File: config.mk
export PLATFORM = sky130hd
export DESIGN_NAME = ysyx_25030093_ifu
export DESIGN_NICKNAME = d
export VERILOG_FILES = /design/src/rtl/ysyx_25030093_ifu.sv
export SDC_FILE = /design/constraint.sdc
export NUM_CORES = 1
export LEC_CHECK = 0
export CELL_PAD_IN_SITES_DETAIL_PLACEMENT = 0
export CELL_PAD_IN_SITES_GLOBAL_PLACEMENT = 1
export CORE_UTILIZATION = 36
export DETAILED_ROUTE_END_ITERATION = 10
export GPL_TIMING_DRIVEN = 1
export PLACE_DENSITY_LB_ADDON = 0.1
export SETUP_SLACK_MARGIN = 0.05
export SYNTH_ARGS = -nofsm -noshare
export SYNTH_HDL_FRONTEND = slang
export SYNTH_SLANG_ARGS = --single-unit
export TNS_END_PERCENT = 5
File: constraint.sdc
create_clock -name clk -period 2.41 [get_ports clk]
set_input_delay 0.482 -clock clk [delete_from_list [all_inputs] [get_ports clk]]
set_output_delay 0.482 -clock clk [all_outputs]
set_load 0.02 [all_outputs]
File: src/rtl/ysyx_25030093_ifu.sv
// Instruction fetch unit: one fetch in flight over a request/response memory bus,
// with misalignment, bus-error and timeout faults, flush draining and a retired-fetch counter.
module ysyx_25030093_ifu #(
   parameter int unsigned TIMEOUT      = 256,
   parameter logic [31:0] RESET_PC_OUT = 32'h0
) (
   input  logic        clk,
   input  logic        rst,
   input  logic        flush,
   input  logic        in_valid,
   output logic        in_ready,
   input  logic [31:0] in_pc,
   output logic        mem_req_valid,
   input  logic        mem_req_ready,
   output logic [31:0] mem_req_addr,
   input  logic        mem_rsp_valid,
   input  logic [31:0] mem_rsp_data,
   input  logic        mem_rsp_err,
   output logic        out_valid,
   input  logic        out_ready,
   output logic [31:0] out_pc,
   output logic [31:0] out_inst,
   output logic [1:0]  out_fault,
   output logic [31:0] fetch_cnt
);

   typedef enum logic [2:0] {
      S_IDLE,
      S_REQ,
      S_WAIT,
      S_HOLD,
      S_DRAIN
   } state_e;

   localparam logic [1:0] FAULT_NONE    = 2'b00;
   localparam logic [1:0] FAULT_MISALGN = 2'b01;
   localparam logic [1:0] FAULT_BUS     = 2'b10;
   localparam logic [1:0] FAULT_TIMEOUT = 2'b11;

   localparam bit          TIMER_EN   = (TIMEOUT != 0);
   localparam logic [31:0] TIMER_LAST = TIMER_EN ? 32'(TIMEOUT - 1) : 32'd0;

   state_e      state_q, state_d;
   logic [31:0] pc_q, pc_d;
   logic [31:0] out_pc_q, out_pc_d;
   logic [31:0] out_inst_q, out_inst_d;
   logic [1:0]  out_fault_q, out_fault_d;
   logic [31:0] fetch_cnt_q, fetch_cnt_d;
   logic [31:0] timer_q, timer_d;
   logic [31:0] timer_inc;
   logic        timer_expired;

   assign in_ready      = (state_q == S_IDLE) & ~flush;
   assign mem_req_valid = (state_q == S_REQ);
   assign out_valid     = (state_q == S_HOLD);
   assign mem_req_addr  = pc_q;
   assign out_pc        = out_pc_q;
   assign out_inst      = out_inst_q;
   assign out_fault     = out_fault_q;
   assign fetch_cnt     = fetch_cnt_q;

   // >= rather than == so a flush landing on the last WAIT cycle still expires in DRAIN.
   assign timer_inc     = (timer_q == '1) ? timer_q : timer_q + 32'd1;
   assign timer_expired = TIMER_EN && (timer_q >= TIMER_LAST);

   always_comb begin
      // NOTE: every _d defaults to its _q first, so no path through the case infers a latch.
      state_d     = state_q;
      pc_d        = pc_q;
      out_pc_d    = out_pc_q;
      out_inst_d  = out_inst_q;
      out_fault_d = out_fault_q;
      fetch_cnt_d = fetch_cnt_q;
      timer_d     = timer_q;

      case (state_q)
         S_IDLE: begin
            if (in_valid && in_ready) begin
               pc_d = in_pc;
               if (in_pc[1:0] != 2'b00) begin
                  out_pc_d    = in_pc;
                  out_inst_d  = 32'd0;
                  out_fault_d = FAULT_MISALGN;
                  state_d     = S_HOLD;
               end else begin
                  state_d = S_REQ;
               end
            end
         end
         S_REQ: begin
            if (mem_req_ready) timer_d = 32'd0;
            if (flush)              state_d = mem_req_ready ? S_DRAIN : S_IDLE;
            else if (mem_req_ready) state_d = S_WAIT;
         end
         S_WAIT: begin
            timer_d = timer_inc;
            if (flush) begin
               state_d = mem_rsp_valid ? S_IDLE : S_DRAIN;
            end else if (mem_rsp_valid) begin
               out_pc_d    = pc_q;
               out_inst_d  = mem_rsp_err ? 32'd0 : mem_rsp_data;
               out_fault_d = mem_rsp_err ? FAULT_BUS : FAULT_NONE;
               state_d     = S_HOLD;
            end else if (timer_expired) begin
               out_pc_d    = pc_q;
               out_inst_d  = 32'd0;
               out_fault_d = FAULT_TIMEOUT;
               state_d     = S_HOLD;
            end
         end
         S_HOLD: begin
            if (flush) begin
               state_d = S_IDLE;
            end else if (out_ready) begin
               fetch_cnt_d = fetch_cnt_q + 32'd1;
               state_d     = S_IDLE;
            end
         end
         S_DRAIN: begin
            timer_d = timer_inc;
            if (!flush && (mem_rsp_valid || timer_expired)) state_d = S_IDLE;
         end
         default: state_d = S_IDLE;
      endcase
   end

   // NOTE: reset is sampled on the clock edge; nonblocking updates keep all flops in step.
   always_ff @(posedge clk) begin
      if (!rst) begin
         state_q     <= S_IDLE;
         pc_q        <= 32'd0;
         out_pc_q    <= RESET_PC_OUT;
         out_inst_q  <= 32'd0;
         out_fault_q <= FAULT_NONE;
         fetch_cnt_q <= 32'd0;
         timer_q     <= 32'd0;
      end else begin
         state_q     <= state_d;
         pc_q        <= pc_d;
         out_pc_q    <= out_pc_d;
         out_inst_q  <= out_inst_d;
         out_fault_q <= out_fault_d;
         fetch_cnt_q <= fetch_cnt_d;
         timer_q     <= timer_d;
      end
   end

endmodule
# Word level (Yosys, flattened, before mapping)
# Index checks and enable logic that the tools add are counted.
# W data, S select, Z words.
# totals
regBits	165
word_cells	77
in_bits	72
output_inout_bits	133
# op_classes
n_mux	36
add_sub_neg	2
reduce_logical	14
n_eq_ne	15
order_cmp	1
bitwise_logic	2
# ops
cell	n
$mux W32	13
$pmux W32 S2	3
$add A32 B1 Y32 const B	2
$mux W3	11
$eq A32 B32 Y1 const B	1
$ge A32 B8 Y1 const B	1
$pmux W3 S5	1
$mux W2	7
$reduce_and A5 Y1	2
$eq A3 B2 Y1 const B	2
$ne A2 B1 Y1 const B	3
$ne A2 B2 Y1 const B	3
$ne A3 B2 Y1 const B	2
$reduce_and A3 Y1	2
$reduce_bool A2 Y1	3
$ne A4 B4 Y1 const B	1
$pmux W2 S2	1
$eq A3 B1 Y1 const B	1
$eq A3 B3 Y1 const B	1
$logic_not A3 Y1	1
$ne A3 B3 Y1 const B	1
$logic_and A1 B1 Y1	2
$reduce_and A2 Y1	1
$reduce_or A2 Y1	1
other kinds (4)	4

# Depth between registers and ports, before layout
# Gate-level depths: netlist (run 1).
# depth
depth_word	5
mapped_depth	9
mapped_depth_nobuf	6

# Worst setup path after synthesis (run 1)
# OpenSTA, ideal clock, no wires.
# synth_timing
kind	input to register
start	input port flush
end	register pc_q[0], in the netlist mem_req_addr[0]
t_arrival_ps	2224
setup_ps	70
setup_slack_ps	116
required_time_ps	2340
stages	7
n_path_buf	3
path_cell_list	clkbuf_1 -> nor4_1 -> and2_1 -> clkbuf_1 -> clkbuf_1 -> nand2_1 -> a21oi_1
# synth_via
elab_chain_cells	4
# synth_rtl
element	line	rtl
from (decl)	9	input logic flush,
$not A1 Y1 (no line)	--	
$and A1 B1 Y1	53	assign in_ready = (state_q == S_IDLE) & ~flush;
named net in_ready	11	output logic in_ready,
$logic_and A1 B1 Y1	78	if (in_valid && in_ready) begin
$reduce_and A2 Y1 (no line)	--	
to (signal assigned)	139	pc_q <= pc_d;
to (decl)	44	logic [31:0] pc_q, pc_d;
# The timed path passes the listed nets, and every way through them passes these cells.
# A chain may end at the register's enable or synchronous reset.

# Worst setup path after layout (run 1)
# layout_timing
start	register state_q[2]
end	output port out_valid
# layout_via
elab_chain_cells	1
# layout_rtl
element	line	rtl
from (decl)	43	state_e state_q, state_d;
from (signal assigned)	138	state_q <= state_d;
$eq A3 B2 Y1	55	assign out_valid = (state_q == S_HOLD);
to (decl)	19	output logic out_valid,
# Every way passes these cells.

==> results of run 1 <==
placed cells by master (no fill, tap or decap), types with 6 or more instances in the layout:
cell / n
sky130_fd_sc_hd__o21ai_0: 20
sky130_fd_sc_hd__buf_12: 7
sky130_fd_sc_hd__buf_4: 52
sky130_fd_sc_hd__dfxtp_1: 164
sky130_fd_sc_hd__clkbuf_16: 17
sky130_fd_sc_hd__nand2_1: 161
sky130_fd_sc_hd__or3_1: 13
sky130_fd_sc_hd__o211a_1: 32
sky130_fd_sc_hd__or3_2: 9
sky130_fd_sc_hd__nor2_1: 43
sky130_fd_sc_hd__xnor2_1: 27
sky130_fd_sc_hd__and4_1: 6
sky130_fd_sc_hd__o31ai_1: 6
sky130_fd_sc_hd__nor4_1: 19
sky130_fd_sc_hd__inv_1: 10
sky130_fd_sc_hd__a21oi_1: 60
sky130_fd_sc_hd__clkdlybuf4s50_1: 202
sky130_fd_sc_hd__mux2i_1: 66
sky130_fd_sc_hd__nand4_1: 17
sky130_fd_sc_hd__nor3_1: 12
sky130_fd_sc_hd__nand3_1: 63
sky130_fd_sc_hd__and3_1: 6
Yosys cell counts (all sizes together) (2+ instances only):
cell type / count
and3: 7
o21a: 3
nand4: 18
and2: 5
ha: 2
o31ai: 6
and4: 11
o2111ai: 2
and2b: 2
nor2b: 2
o21ai: 24
nor3: 12
mux2i: 66
nand3: 63
clkbuf: 45
nand2: 161
nor3b: 3
o211ai: 4
buf: 16
dfxtp: 165
a21oi: 63
o211a: 32
or4: 9
inv: 11
or3: 22
o31a: 2
nor4b: 2
xnor2: 27
nand2b: 2
nor2: 43
nor4: 21
xor2: 5
layer usage:
| metal | up-vias | track usage | wire length (µm) |
|---|---|---|---|
| li1 | 3516 | - | - |
| met1 | 3198 | 0.2586 | 9772 |
| met2 | 162 | 0.3279 | 10040 |
| met3 | 22 | 0.07969 | 1656 |
| met4 | 0 | 0.06458 | 306 |
| met5 | - | 0 | 0 |
final cells by class:
cell class | instances | area, µm² | area share
Clock buffer | 17 | 425.4 | 0.03969
Timing Repair Buffer | 262 | 2557 | 0.2386
Clock inverter | 15 | 153.9 | 0.01436
Inverter | 11 | 41.29 | 0.003852
Multi-Input combinational cell | 629 | 3895 | 0.3634
Tap cell | 270 | 337.8 | 0.03152
Sequential cell | 165 | 3304 | 0.3083
Antenna cell | 1 | 2.502 | 0.0002335
kinds of logic (layout without fill, tap and decap cells):
kind of cell | count (synthesis) | count (layout)
other | 0 | 1
buffers and inverters | 72 | 305
multiplexers | 66 | 66
adder cells (fa/ha/maj) | 2 | 2
AND/OR/NAND/NOR | 388 | 388
flip-flops | 165 | 165
XOR/XNOR | 32 | 32
AO/OA/AOI/OAI | 141 | 141
flip-flops by register name, indices dropped and copies added, names as in the netlist:
register      cells
mem_req_addr     32
timer_q          32
out_fault         2
fetch_cnt        32
state_q           3
out_pc           32
out_inst         32
power breakdown:
part           internal [mW]  switching (mW)  total (mW)
combinational           1.25            1.40        2.66
clock                   1.39            1.29        2.68
sequential              2.97           0.158        3.12
metrics by stage:
stage / power, mW / TNS, ps / area, µm² / std cells
after floorplan: 4.764 / 0 / 7522 / 866
after global placement: 5.857 / -8431 / 10120 / 1337
after detailed placement: 5.858 / -9245 / 10120 / 1337
after CTS: 8.587 / 0 / 10710 / 1369
after global routing: 8.904 / 0 / 10720 / 1369
final: 8.464 / 0 / 10720 / 1370
worst min-delay path: cells and delay by family, from the launching register on:
kind / cells / cell delay [ps]
and+or+nand+nor: 1 / 50
DFF: 1 / 310
muxes: 1 / 50
path summary, 6_finish.rpt:
check,endpoint,cells after the start
worst max-delay path,out_valid,3
worst min register to register,out_inst[17],2
worst max register to register,timer_q[0],7
worst min-delay path,out_inst[17],2
repair_timing:
action                                  4_1_cts  5_1_grt
hold endpoints to repair                      0        0
resized for setup                             1        2
endpoints found under the setup margin        1       12
==> impl_metrics.prom, run 1 <==
# TYPE chip_impl_metric gauge
chip_impl_metric{name="multiplexer_area_fraction_after_synthesis",unit=""} 0.08782
chip_impl_info{name="cts_root_buf",value="sky130_fd_sc_hd__clkbuf_16"} 1
chip_impl_info{name="critical_path_start",value="state_q[2]"} 1
chip_impl_metric{name="synthesized_cell_area",unit="µm²"} 7522
chip_impl_metric{name="total_number_of_yosys_warnings",unit=""} 0
chip_impl_info{name="synth_top_cell_by_area",value="sky130_fd_sc_hd__dfxtp_1"} 1
chip_impl_metric{name="mappedNetlistNets",unit=""} 940
chip_impl_metric{name="initial_core_util",unit=""} 0.3694
chip_impl_metric{name="period_share",unit=""} 0.9439
chip_impl_metric{name="die_area",unit="µm²"} 21480
chip_impl_info{name="critical_path.top_delay_family",value="buffers and inverters"} 1
chip_impl_metric{name="final_net_count",unit=""} 1160
chip_impl_metric{name="grt_antenna_before_repair",unit=""} 0
chip_impl_metric{name="globalRoute.totalOverflow",unit=""} 0
chip_impl_metric{name="finalHoldViolations",unit=""} 0
chip_impl_metric{name="ys_seq_area_frac",unit=""} 0.4391
chip_impl_info{name="synthTopCellsByArea",value="sky130_fd_sc_hd__dfxtp_1, sky130_fd_sc_hd__mux2i_1, sky130_fd_sc_hd__nand2_1"} 1
chip_impl_metric{name="synth-edff-count",unit=""} 0
chip_impl_metric{name="placement.setup.worst_slack",unit="ps"} -172.0
chip_impl_metric{name="insertion_delay",unit="ps"} 430
chip_impl_metric{name="leakage_power",unit="nW"} 3.950
chip_impl_metric{name="design.core.area",unit="µm²"} 20360
chip_impl_metric{name="relSlewSlack",unit=""} 0.5152
chip_impl_metric{name="tightestPinTransition",unit="ps"} 727.2
chip_impl_metric{name="synth.top_cell.area_share",unit=""} 0.4391
chip_impl_metric{name="num-fill-cells",unit=""} 1942
chip_impl_metric{name="gate_count_post_synth",unit=""} 866
chip_impl_metric{name="first_global_vias",unit=""} 6749
chip_impl_metric{name="timing.max_cap.violations",unit=""} 0
chip_impl_metric{name="num_io_pins",unit=""} 205
chip_impl_info{name="clock_tree_from_tritoncts",value="done"} 1
chip_impl_metric{name="power_density",unit="nW/µm²"} 789.7
chip_impl_metric{name="synth_xor_xnor_area_share",unit=""} 0.03726
chip_impl_metric{name="areaGrowthSynthToFinish",unit="%"} 42.48
chip_impl_info{name="dominantRegCellSynth",value="sky130_fd_sc_hd__dfxtp_1"} 1
chip_impl_info{name="largest_family_of_logic_cells_by_synthesized_area",value="simple AND/OR/NAND/NOR gates"} 1
chip_impl_info{name="setup.worst_path.start_class",value="flip-flop"} 1
chip_impl_metric{name="final_antenna_net_count",unit=""} 0
chip_impl_metric{name="netlist-cell-type-count",unit=""} 60
chip_impl_info{name="critical_path_cell_sequence",value="and2b_1 > and2_1 > clkdlybuf4s50_1"} 1
chip_impl_metric{name="final.setup_skew",unit="ps"} 16.78
chip_impl_metric{name="ir_drop",unit="V"} 0.0004774
chip_impl_info{name="hold_path.class",value="reg2reg"} 1
chip_impl_metric{name="layout-drive-gt1-share",unit=""} 0.1219
chip_impl_metric{name="routed-via-count",unit=""} 6898
chip_impl_metric{name="layout_min_cycle_time",unit="ps"} 2275
chip_impl_metric{name="io_buffer_count",unit=""} 204
chip_impl_metric{name="placementRows",unit=""} 52
chip_impl_metric{name="crit_fanout",unit=""} 5
chip_impl_info{name="setup.worst_path.end_class",value="primary output"} 1
chip_impl_metric{name="htree_num_levels",unit=""} 4
chip_impl_metric{name="clock-sinks",unit=""} 165
chip_impl_metric{name="drt-wirelength-per-cell",unit="µm"} 15.89
chip_impl_metric{name="cp_data_arrival_time",unit="ps"} 1790
chip_impl_metric{name="maxSlewViolCount",unit=""} 0
chip_impl_metric{name="max_clock_freq",unit="MHz"} 439.6
chip_impl_metric{name="cp.buffers_inverters",unit=""} 1
chip_impl_metric{name="maximum_number_of_pins_on_one_net_before_global_route_repair",unit=""} 69
chip_impl_info{name="timing.setup.critical_path_class",value="reg2out"} 1
chip_impl_info{name="rsz0062_at_grt",value="yes"} 1
chip_impl_metric{name="finalSetupViolCount",unit=""} 0
chip_impl_info{name="outcome",value="finished, final reports clean"} 1
chip_impl_metric{name="drt_first_pass_iters",unit=""} 5
chip_impl_metric{name="post-route-drc-count",unit=""} 0
chip_impl_metric{name="compound_gate_fraction_of_synth_area",unit=""} 0.1289
chip_impl_metric{name="timing.critical_path.slowest_cell_delay",unit="ps"} 540
chip_impl_metric{name="routed_wirelength",unit="mm"} 21.77
chip_impl_metric{name="detail_route.iter0.violations",unit=""} 323
chip_impl_metric{name="grt_usage",unit=""} 0.2071
chip_impl_metric{name="detail_route.vias_per_cell",unit=""} 5.035
chip_impl_metric{name="synthAdderAreaFrac",unit=""} 0.003327
chip_impl_metric{name="async_reset_ff_frac",unit=""} 0
chip_impl_metric{name="clkTransAtPathRegs",unit="ps"} 80
chip_impl_metric{name="cts_buffer_depth",unit=""} 2
chip_impl_metric{name="grt_pass1_wl",unit="mm"} 35.55
chip_impl_metric{name="post_synth.cell_area_avg",unit="µm²"} 8.686
chip_impl_metric{name="finalHoldWorstSlack",unit="ps"} 455.8
chip_impl_metric{name="die_span_in_y",unit="µm"} 146.6
chip_impl_metric{name="detailed_place_hpwl",unit="mm"} 15.25
chip_impl_info{name="hp-start",value="out_inst[17]"} 1
chip_impl_metric{name="post-cts-setup-buffers",unit=""} 0
chip_impl_metric{name="globalplace.congestion",unit=""} 0.7624
chip_impl_info{name="timing.rr.start",value="timer_q[27]"} 1
chip_impl_metric{name="worst_ep_required_time",unit="ps"} 1930
chip_impl_metric{name="synth-simple-area-share",unit=""} 0.2563
chip_impl_metric{name="cts_buffers",unit=""} 17
chip_impl_metric{name="die_width",unit="µm"} 146.6
chip_impl_metric{name="reg2reg_slack",unit="ps"} 170
chip_impl_metric{name="holdBufCountCts",unit=""} 0
chip_impl_info{name="critical_path_slowest_stage_cell",value="sky130_fd_sc_hd__clkdlybuf4s50_1"} 1
chip_impl_metric{name="ys_ff_latch",unit=""} 165
chip_impl_metric{name="post-route-worst-setup-slack",unit="ps"} 135.1
chip_impl_metric{name="final_util",unit=""} 0.5263
(Power assumes the default switching activity.)
==> run 2: changes to the inputs <==
- SETUP_SLACK_MARGIN: 0.05 -> not set
==> impl_metrics.prom, run 2 (synthesis results as in run 1) <==
# TYPE chip_impl_metric gauge
chip_impl_metric{name="ir_drop",unit="V"} 0.0004774
chip_impl_metric{name="die_area",unit="µm²"} 21480
chip_impl_metric{name="drt_first_pass_iters",unit=""} 5
chip_impl_metric{name="cts_buffers",unit=""} 17
chip_impl_metric{name="grt_pass1_wl",unit="mm"} 35.55
chip_impl_metric{name="holdBufCountCts",unit=""} 0
chip_impl_metric{name="crit_fanout",unit=""} 5
chip_impl_metric{name="cts_buffer_depth",unit=""} 2
chip_impl_metric{name="met2WireLength",unit="mm"} 10.04
chip_impl_metric{name="layout-drive-gt1-share",unit=""} 0.1210
chip_impl_metric{name="first_global_vias",unit=""} 6750
chip_impl_metric{name="grt_usage",unit=""} 0.2071
chip_impl_metric{name="insertion_delay",unit="ps"} 430
chip_impl_info{name="timing.setup.critical_path_class",value="reg2out"} 1
chip_impl_info{name="route.top_layer_used",value="met4"} 1
chip_impl_metric{name="final.setup_skew",unit="ps"} 16.78
chip_impl_info{name="most-common-layout-cells",value="sky130_fd_sc_hd__clkdlybuf4s50_1, sky130_fd_sc_hd__dfxtp_1, sky130_fd_sc_hd__nand2_1"} 1
chip_impl_info{name="cts_root_buf",value="sky130_fd_sc_hd__clkbuf_16"} 1
chip_impl_metric{name="final_util",unit=""} 0.5262
chip_impl_info{name="hold_path.class",value="reg2reg"} 1
chip_impl_metric{name="leakage_power",unit="nW"} 3.949
chip_impl_metric{name="timing.max_cap.violations",unit=""} 0
chip_impl_metric{name="placement.setup.worst_slack",unit="ps"} -172.0
chip_impl_info{name="layout.cells.most_common",value="sky130_fd_sc_hd__clkdlybuf4s50_1"} 1
chip_impl_metric{name="grt_antenna_before_repair",unit=""} 0
chip_impl_metric{name="relSlewSlack",unit=""} 0.5152
chip_impl_info{name="hp-start",value="out_inst[17]"} 1
chip_impl_metric{name="cp_data_arrival_time",unit="ps"} 1790
chip_impl_metric{name="max_clock_freq",unit="MHz"} 439.6
chip_impl_metric{name="routed_wirelength",unit="mm"} 21.77
chip_impl_info{name="setup.worst_path.start_class",value="flip-flop"} 1
chip_impl_info{name="clock_tree_from_tritoncts",value="done"} 1
chip_impl_metric{name="detail_route.vias_per_cell",unit=""} 5.035
chip_impl_metric{name="io_buffer_count",unit=""} 204
chip_impl_metric{name="areaGrowthSynthToFinish",unit="%"} 42.46
chip_impl_metric{name="tns_setup",unit="ps"} 0
chip_impl_metric{name="clock-sinks",unit=""} 165
chip_impl_info{name="rsz0062_at_grt",value="no"} 1
chip_impl_metric{name="maximum_number_of_pins_on_one_net_before_global_route_repair",unit=""} 69
chip_impl_metric{name="num_io_pins",unit=""} 205
chip_impl_info{name="setup.worst_path.end_class",value="primary output"} 1
chip_impl_metric{name="placed_cells",unit=""} 1337
chip_impl_metric{name="final_antenna_net_count",unit=""} 0
chip_impl_metric{name="placementRows",unit=""} 52
chip_impl_metric{name="finalHoldViolations",unit=""} 0
chip_impl_metric{name="num-fill-cells",unit=""} 1943
chip_impl_info{name="timing.rr.start",value="timer_q[25]"} 1
chip_impl_metric{name="post-route-worst-setup-slack",unit="ps"} 135.1
chip_impl_metric{name="drt-wirelength-per-cell",unit="µm"} 15.89
chip_impl_metric{name="htree_num_levels",unit=""} 4
chip_impl_metric{name="detail_route.iter0.violations",unit=""} 323
chip_impl_metric{name="initial_core_util",unit=""} 0.3694
chip_impl_info{name="critical_path_start",value="state_q[2]"} 1
chip_impl_metric{name="power_density",unit="nW/µm²"} 789.8
chip_impl_metric{name="detailed_place_hpwl",unit="mm"} 15.25
chip_impl_info{name="outcome",value="finished, final reports clean"} 1
chip_impl_metric{name="period_share",unit=""} 0.9439
chip_impl_metric{name="clkTransAtPathRegs",unit="ps"} 80
chip_impl_metric{name="routed-via-count",unit=""} 6898
chip_impl_metric{name="design.core.area",unit="µm²"} 20360
chip_impl_metric{name="final_net_count",unit=""} 1160
chip_impl_metric{name="layout_min_cycle_time",unit="ps"} 2275
chip_impl_metric{name="met3_wirelength",unit="mm"} 1.656
chip_impl_metric{name="die_width",unit="µm"} 146.6
chip_impl_metric{name="die_span_in_y",unit="µm"} 146.6
chip_impl_metric{name="globalplace.congestion",unit=""} 0.7624
chip_impl_metric{name="reg2reg_slack",unit="ps"} 140
chip_impl_metric{name="globalRoute.totalOverflow",unit=""} 0
chip_impl_metric{name="worst_ep_required_time",unit="ps"} 1930
chip_impl_metric{name="routedLengthMet1",unit="mm"} 9.772
chip_impl_metric{name="post-route-drc-count",unit=""} 0
chip_impl_metric{name="finalSetupViolCount",unit=""} 0
chip_impl_metric{name="layoutNonFillerInstCount",unit=""} 1370
chip_impl_metric{name="maxSlewViolCount",unit=""} 0
chip_impl_metric{name="tightestPinTransition",unit="ps"} 727.2
## run 2: where the power goes
group | leakage (nW) | total [mW] | switching [mW] | internal [mW]
clock | 0.284 | 2.68 | 1.29 | 1.39
combinational | 2.33 | 2.66 | 1.40 | 1.25
sequential | 1.34 | 3.12 | 0.158 | 2.97
## run 2: cell type report
type | count | area [µm²] | area share
multi-input combinational | 629 | 3895 | 0.3635
antenna | 1 | 2.502 | 0.0002335
inverter | 11 | 41.29 | 0.003853
clock inverter | 15 | 153.9 | 0.01436
sequential | 165 | 3303 | 0.3082
tap | 270 | 337.8 | 0.03152
clock buffer | 17 | 425.4 | 0.03970
timing repair buffer | 262 | 2557 | 0.2386
## run 2: what timing repair did
action / CTS / global route
hold endpoints to repair: 0 / 0
buffers inserted: 0 / 0
gates resized for setup: 0 / 2
setup endpoints to repair: 0 / 7
## run 2: path summary, 6_finish.rpt
| path | cells past startpoint | endpoint |
|---|---|---|
| max | 3 | out_valid |
| min | 2 | out_inst[17] |
| max reg2reg | 7 | timer_q[0] |
| min reg2reg | 2 | out_inst[17] |
## run 2: metal layers
| layer | global-route usage | vias to the layer above |
|---|---|---|
| li1 | - | 3516 |
| met1 | 0.2586 | 3198 |
| met2 | 0.3279 | 162 |
| met3 | 0.07969 | 22 |
| met4 | 0.06458 | 0 |
| met5 | 0 | - |
## run 2: stage by stage
stage               total power [mW]  hold WS, ps  area, µm²
CTS                            8.583        460.2      10700
global route                   8.904        479.4      10710
detailed placement             5.858        447.5      10120
global placement               5.857        441.1      10120
finish                         8.464        455.8      10720
floorplan                      4.764        465.0       7522
## run 2: critical path, cell delays in order, from the launching register on
cell and delay (ps):
sky130_fd_sc_hd__dfxtp_1 430, sky130_fd_sc_hd__and2b_1 240, sky130_fd_sc_hd__and2_1 160, sky130_fd_sc_hd__clkdlybuf4s50_1 540
